==> src/rtl/reg_bus_pkg.sv <==
`default_nettype none
// ============================================================================
// Module  : reg_bus_pkg
// Brief   : Op/state encodings and defaults shared by the register-bus master.
// Revision: 1.0
// ============================================================================
package reg_bus_pkg;

    localparam int DEF_WIDTH = 4;
    localparam int DEF_NREG  = 4;

    localparam logic [1:0] OP_MOVE  = 2'b00;
    localparam logic [1:0] OP_LOADI = 2'b01;
    localparam logic [1:0] OP_READ  = 2'b10;
    localparam logic [1:0] OP_RSVD  = 2'b11;

    localparam logic [1:0] ST_IDLE  = 2'b00;
    localparam logic [1:0] ST_DRIVE = 2'b01;
    localparam logic [1:0] ST_LATCH = 2'b10;
    localparam logic [1:0] ST_DONE  = 2'b11;

    function automatic logic uses_src(input logic [1:0] op);
        return (op == OP_MOVE) || (op == OP_READ);
    endfunction

    function automatic logic uses_dst(input logic [1:0] op);
        return (op == OP_MOVE) || (op == OP_LOADI);
    endfunction

endpackage
`default_nettype wire

==> src/rtl/reg_bus_xfer_ctrl_onehot_dec.sv <==
`default_nettype none
// ============================================================================
// Module  : onehot_dec
// Brief   : Index-to-one-hot decoder with enable and out-of-range flag.
// Revision: 1.0
// ============================================================================
module onehot_dec #(
    parameter int NREG = 4,
    parameter int AW   = 2
) (
    input  logic            i_en,
    input  logic [AW-1:0]   i_idx,
    output logic [NREG-1:0] o_onehot,
    output logic            o_oor
);

    assign o_oor = ({{(32-AW){1'b0}}, i_idx} >= NREG);

    // An index that matches bit i is in range by construction.
    for (genvar i = 0; i < NREG; i++) begin : g_bit
        assign o_onehot[i] = i_en && (i_idx == AW'(i));
    end

endmodule
`default_nettype wire

==> src/rtl/reg_bus_xfer_ctrl.sv <==
`default_nettype none
// ============================================================================
// Module  : reg_bus_xfer_ctrl
// Brief   : Four-phase bus master driving one-hot oen/inen register strobes.
// Revision: 1.0
// ============================================================================
module reg_bus_xfer_ctrl
    import reg_bus_pkg::*;
#(
    parameter int NREG  = DEF_NREG,
    parameter int WIDTH = DEF_WIDTH,
    parameter int AW    = 2
) (
    input  logic             clk,
    input  logic             clr_n,
    input  logic             cmd_valid,
    output logic             cmd_ready,
    input  logic [1:0]       cmd_op,
    input  logic [AW-1:0]    cmd_src,
    input  logic [AW-1:0]    cmd_dst,
    input  logic [WIDTH-1:0] cmd_imm,
    output logic [NREG-1:0]  reg_oen,
    output logic [NREG-1:0]  reg_inen,
    output logic             bus_drive,
    output logic [WIDTH-1:0] bus_out,
    input  logic [WIDTH-1:0] bus_in,
    output logic [WIDTH-1:0] rd_data,
    output logic             done,
    output logic             err
);

    logic [1:0]       r_state;
    logic             r_ready;
    logic [1:0]       r_op;
    logic [AW-1:0]    r_src;
    logic [AW-1:0]    r_dst;
    logic [NREG-1:0]  r_oen;
    logic [NREG-1:0]  r_inen;
    logic             r_drive;
    logic [WIDTH-1:0] r_bus_out;
    logic [WIDTH-1:0] r_rd_data;
    logic             r_done;
    logic             r_err;

    logic             w_accept;
    logic [1:0]       w_op;
    logic [AW-1:0]    w_src;
    logic [AW-1:0]    w_dst;
    logic             w_src_oor;
    logic             w_dst_oor;
    logic             w_err;
    logic             w_src_en;
    logic             w_dst_en;
    logic [NREG-1:0]  w_src_oh;
    logic [NREG-1:0]  w_dst_oh;

    // The DRIVE strobes are registered on the accept edge, so decode straight
    // from the command inputs in that cycle and from the held copy afterwards.
    assign w_accept = cmd_valid && r_ready;
    assign w_op     = w_accept ? cmd_op  : r_op;
    assign w_src    = w_accept ? cmd_src : r_src;
    assign w_dst    = w_accept ? cmd_dst : r_dst;

    assign w_err = (w_op == OP_RSVD)
                 || (uses_src(w_op) && w_src_oor)
                 || (uses_dst(w_op) && w_dst_oor);

    assign w_src_en = uses_src(w_op) && !w_err;
    assign w_dst_en = uses_dst(w_op) && !w_err
                   && !((w_op == OP_MOVE) && (w_src == w_dst));

    onehot_dec #(.NREG(NREG), .AW(AW)) u_src_dec (
        .i_en     (w_src_en),
        .i_idx    (w_src),
        .o_onehot (w_src_oh),
        .o_oor    (w_src_oor)
    );

    onehot_dec #(.NREG(NREG), .AW(AW)) u_dst_dec (
        .i_en     (w_dst_en),
        .i_idx    (w_dst),
        .o_onehot (w_dst_oh),
        .o_oor    (w_dst_oor)
    );

    always_ff @(posedge clk or negedge clr_n) begin
        if (!clr_n) begin
            r_state   <= ST_IDLE;
            r_ready   <= 1'b0;
            r_op      <= OP_MOVE;
            r_src     <= '0;
            r_dst     <= '0;
            r_oen     <= '0;
            r_inen    <= '0;
            r_drive   <= 1'b0;
            r_bus_out <= '0;
            r_rd_data <= '0;
            r_done    <= 1'b0;
            r_err     <= 1'b0;
        end else begin
            r_done <= 1'b0;
            case (r_state)
                ST_IDLE: begin
                    if (!r_ready) begin
                        r_ready <= 1'b1;
                    end else if (cmd_valid) begin
                        r_ready <= 1'b0;
                        r_op    <= cmd_op;
                        r_src   <= cmd_src;
                        r_dst   <= cmd_dst;
                        r_oen   <= w_src_oh;
                        r_drive <= (cmd_op == OP_LOADI) && !w_err;
                        if ((cmd_op == OP_LOADI) && !w_err) begin
                            r_bus_out <= cmd_imm;
                        end
                        r_state <= ST_DRIVE;
                    end
                end
                ST_DRIVE: begin
                    r_inen  <= w_dst_oh;
                    r_state <= ST_LATCH;
                end
                ST_LATCH: begin
                    r_oen   <= '0;
                    r_inen  <= '0;
                    r_drive <= 1'b0;
                    r_done  <= 1'b1;
                    r_err   <= w_err;
                    if ((r_op == OP_READ) && !w_err) begin
                        r_rd_data <= bus_in;
                    end
                    r_state <= ST_DONE;
                end
                ST_DONE: begin
                    r_err   <= 1'b0;
                    r_ready <= 1'b1;
                    r_state <= ST_IDLE;
                end
                default: begin
                    r_state <= ST_IDLE;
                end
            endcase
        end
    end

    assign cmd_ready = r_ready;
    assign reg_oen   = r_oen;
    assign reg_inen  = r_inen;
    assign bus_drive = r_drive;
    assign bus_out   = r_bus_out;
    assign rd_data   = r_rd_data;
    assign done      = r_done;
    assign err       = r_err;

endmodule
`default_nettype wire

==> config.mk <==
export PLATFORM = sky130hd
export DESIGN_NAME = reg_bus_xfer_ctrl
export DESIGN_NICKNAME = d
export VERILOG_FILES = /design/src/rtl/reg_bus_pkg.sv /design/src/rtl/reg_bus_xfer_ctrl_onehot_dec.sv /design/src/rtl/reg_bus_xfer_ctrl.sv
export SDC_FILE = /design/constraint.sdc
export NUM_CORES = 1
export LEC_CHECK = 0
export BUFFER_PORTS_ARGS = -buffer_cell sky130_fd_sc_hd__buf_2
export CAP_MARGIN = 5
export CORE_MARGIN = 2
export CORE_UTILIZATION = 45
export CTS_CLUSTER_SIZE = 16
export DETAILED_ROUTE_END_ITERATION = 10
export PLACE_DENSITY = 0.73
export RECOVER_POWER = 50
export SETUP_SLACK_MARGIN = 0.3
export SLEW_MARGIN = 20
export SYNTH_ARGS = -nofsm -noshare
export SYNTH_HDL_FRONTEND = slang
export SYNTH_SLANG_ARGS = --single-unit
export TNS_END_PERCENT = 30
==> constraint.sdc <==
create_clock -name clk -period 1.6 [get_ports clk]
set_clock_uncertainty 0.15 [all_clocks]
set_input_delay 0.48 -clock clk [delete_from_list [all_inputs] [get_ports clk]]
set_output_delay 0.48 -clock clk [all_outputs]
set_load 0.05 [all_outputs]
==> flow_metrics.tcl <==
set metrics [dict create \
    ys_ff_latch 28 \
    power_frac_comb_pct 62.2 \
    tightestPinTransition_ns 0.689 \
    cts_buffers 3 \
    core_area_sq_um 3000 \
    netlist_area_sq_um 1390 \
    grt_pass1_vias 1223 \
    sequentialPowerShare_pct 28.1 \
    outcome "finished with violations" \
    clock_power_share_pct 9.8 \
    synth_top_cell_by_area "dfrtp_1" \
    drt-pass1-iter-count 4 \
    io_buffers 36 \
    path_clk_slew_ns 0.15 \
    antenna_cells 0 \
    nets 190 \
    syn_inst 108 \
    critPathRequiredTime_ns 1.67 \
    syn_area_per_cell_sq_um 12.9 \
    layout_commonest_cell "dfrtp_1" \
    synth_warnings 0 \
    first_iter_violations 46 \
    period_minus_slack_ns 1.66 \
    fmax_mhz 603 \
    arrival_ns 1.73 \
    powerDensity_nw_per_um2 2270 \
    fp.dieArea_sq_um 3550 \
    antenna_found_initial 0 \
    ir_drop_mv 1.69 \
    r2r_slack_ns -0.06 \
    grt_overflow 0 \
    critPathSlowestCell "dfrtp_1" \
    drive_above_1_share_pct 61.5 \
    cts_root_buf "clkbuf_4" \
    end_kind "register" \
    power.internal_mw 2.58 \
    vias 1112 \
    clkSinkCount 28 \
    criticalPathCategory "reg2reg" \
    clk_latency_ns 0.33 \
    drt_wl_total_microns 3390 \
    synth_cell_types 38 \
    placementRows 20 \
    synth_nets 128 \
    yosys-top-cells-area "dfrtp_1 (50%), mux2_2 (11%), ha_1 (2.7%)" \
    period_share_pct 104 \
    utilization_pct 69.0 \
    p_leak_nw 0.972 \
    rsz0062_at_grt "yes" \
    hold_viol_final 0 \
    initial_core_util_pct 46.3 \
    hold_class "in2reg" \
    gp_congestion 0.824 \
    critPathMaxFanout 5 \
    fin_cells 202 \
    setup_tns_ns -0.238 \
    start_kind "register" \
    violations "negative setup slack" \
    fp.dieH_microns 59.6 \
    finalPower_mw 4.70 \
    grt_max_degree 29 \
    viasPerCell 5.50 \
    crit_path_max_incr_delay_ns 0.43 \
    final_cell_mix "dfrtp_1 (27), buf_6 (21), buf_4 (20)" \
    synth_top_area_share_pct 50.5 \
    place_inst 192 \
    ios 37 \
    h-tree-depth 1 \
    area_growth_pct 49.2 \
    finalMaxSlewViolations 0 \
    clockBufferDepth 2 \
    switching_share_pct 45.0 \
    wl_per_cell_microns 16.8 \
    dp_hpwl_microns 2260 \
    synth-seq-area-share_pct 50.5 \
    remaining_drc_errors 0 \
    p_switching_mw 2.12 \
    ant_nets 0 \
    die_w_microns 59.6 \
    cp_cell_sequence "inv_2 -> ha_4 -> nand3_4 -> nor3b_4 -> buf_6 -> mux2_4" \
    setup_violations 7 \
    cts_tree "yes" \
    drv_cap 0 \
    grt_usage_pct 21.4 \
    hold_slack_ns 0.227 \
    slew_headroom_pct 54.1 \
    grt_pass1_wl_microns 5650 \
    fin_ws_ns -0.0595 \
]
-- sequential cells by signal (all words and copies together) (netlist names) --
name	flops
cmd_ready	1
bus_out	4
err	1
reg_oen	4
r_src	2
r_op	2
bus_drive	1
r_dst	2
done	1
rd_data	4
r_state	2
reg_inen	4
-- kinds of logic after synthesis --
logic type               share of synthesized area [%]
flip-flops                                        50.5
AND/OR/NAND/NOR                                   14.3
AO/OA/AOI/OAI                                     13.1
multiplexers                                      12.0
buffers and inverters                             4.96
XOR/XNOR                                          2.52
adder cells (fa/ha/maj)                           2.70
-- synth_stat cells --
cell	number
nand2_1	7
nand3_4	1
mux2i_1	2
o2bb2ai_1	2
o41ai_1	4
clkbuf_1	1
inv_1	7
dfrtp_1	28
xor2_1	4
nand3_1	2
a21oi_1	1
a311oi_1	1
and4_2	1
and2_4	1
ha_1	3
or4_1	2
o31a_1	1
buf_4	1
and4b_2	1
buf_12	1
o21a_1	1
a32o_1	2
nand4_1	1
o21ai_0	3
o2111ai_4	1
a211oi_1	1
a2bb2oi_1	1
nor3_1	1
buf_6	1
nor4_4	1
and3_2	1
a31oi_1	2
nor4_2	1
a22o_1	1
nand4b_1	2
nor3b_4	1
mux2_2	13
nor2_1	3
-- path summary, 6_finish.rpt --
path	to	depth (start not counted)	startpoint
min in group asynchronous	r_dst[0]$_DFFE_PN0P_	3	clr_n
hold / removal	rd_data[1]$_DFFE_PN0P_	2	bus_in[1]
hold reg to reg	r_src[1]$_DFFE_PN0P_	2	r_src[1]$_DFFE_PN0P_
setup / recovery	bus_out[1]$_DFFE_PN0P_	6	r_state[0]$_DFFE_PN0P_
setup reg to reg	bus_out[1]$_DFFE_PN0P_	6	r_state[0]$_DFFE_PN0P_
max in group asynchronous	cmd_ready$_DFFE_PN0P_	3	clr_n
-- metal layers --
metal	wire length, microns	global-route usage, %
met4	85	6.67
met2	1740	38.5
met1	1400	24.9
met5	0	0
met3	161	5.24
-- through the flow --
stage,cell area (sq um),setup WS [ns]
after detailed placement,1730,-0.161
after floorplan,1410,-0.0775
after global routing,2070,-0.109
after global placement,1730,-0.109
after CTS,2020,-0.0675
final,2070,-0.0595
-- area by class of cell --
type,count,area [sq um]
inverters,7,28.8
repair buffers,61,517
clock inverters,1,30.0
clock buffers,3,22.5
multi-input cells,69,731
well taps,33,41.3
flip-flops and latches,28,702
fillers,234,931
-- power by group through the flow --
stage	combinational (mW)	clock, mW	sequential [mW]
floorplan	0.961	0	1.95
global placement	2.19	0	1.26
detailed placement	2.23	0	1.29
CTS	2.73	0.472	1.31
global route	3.09	0.502	1.36
finish	2.92	0.459	1.32
-- critical path: cells and delay by family, from the launching register on --
family | cells | cell delay [ns]
buffers and inverters | 2 | 0.24
and+or+nand+nor | 2 | 0.28
muxes | 1 | 0.30
DFF | 1 | 0.43
adders and majority gates | 1 | 0.15
-- repair_timing --
action,4_1_cts,5_1_grt
hold buffers,1,0
setup endpoints to repair,47,47
setup buffers,3,2
hold endpoints to repair,28,0
resized for setup,55,13
pin swaps,5,13
Power figures use the tool's default switching activity.
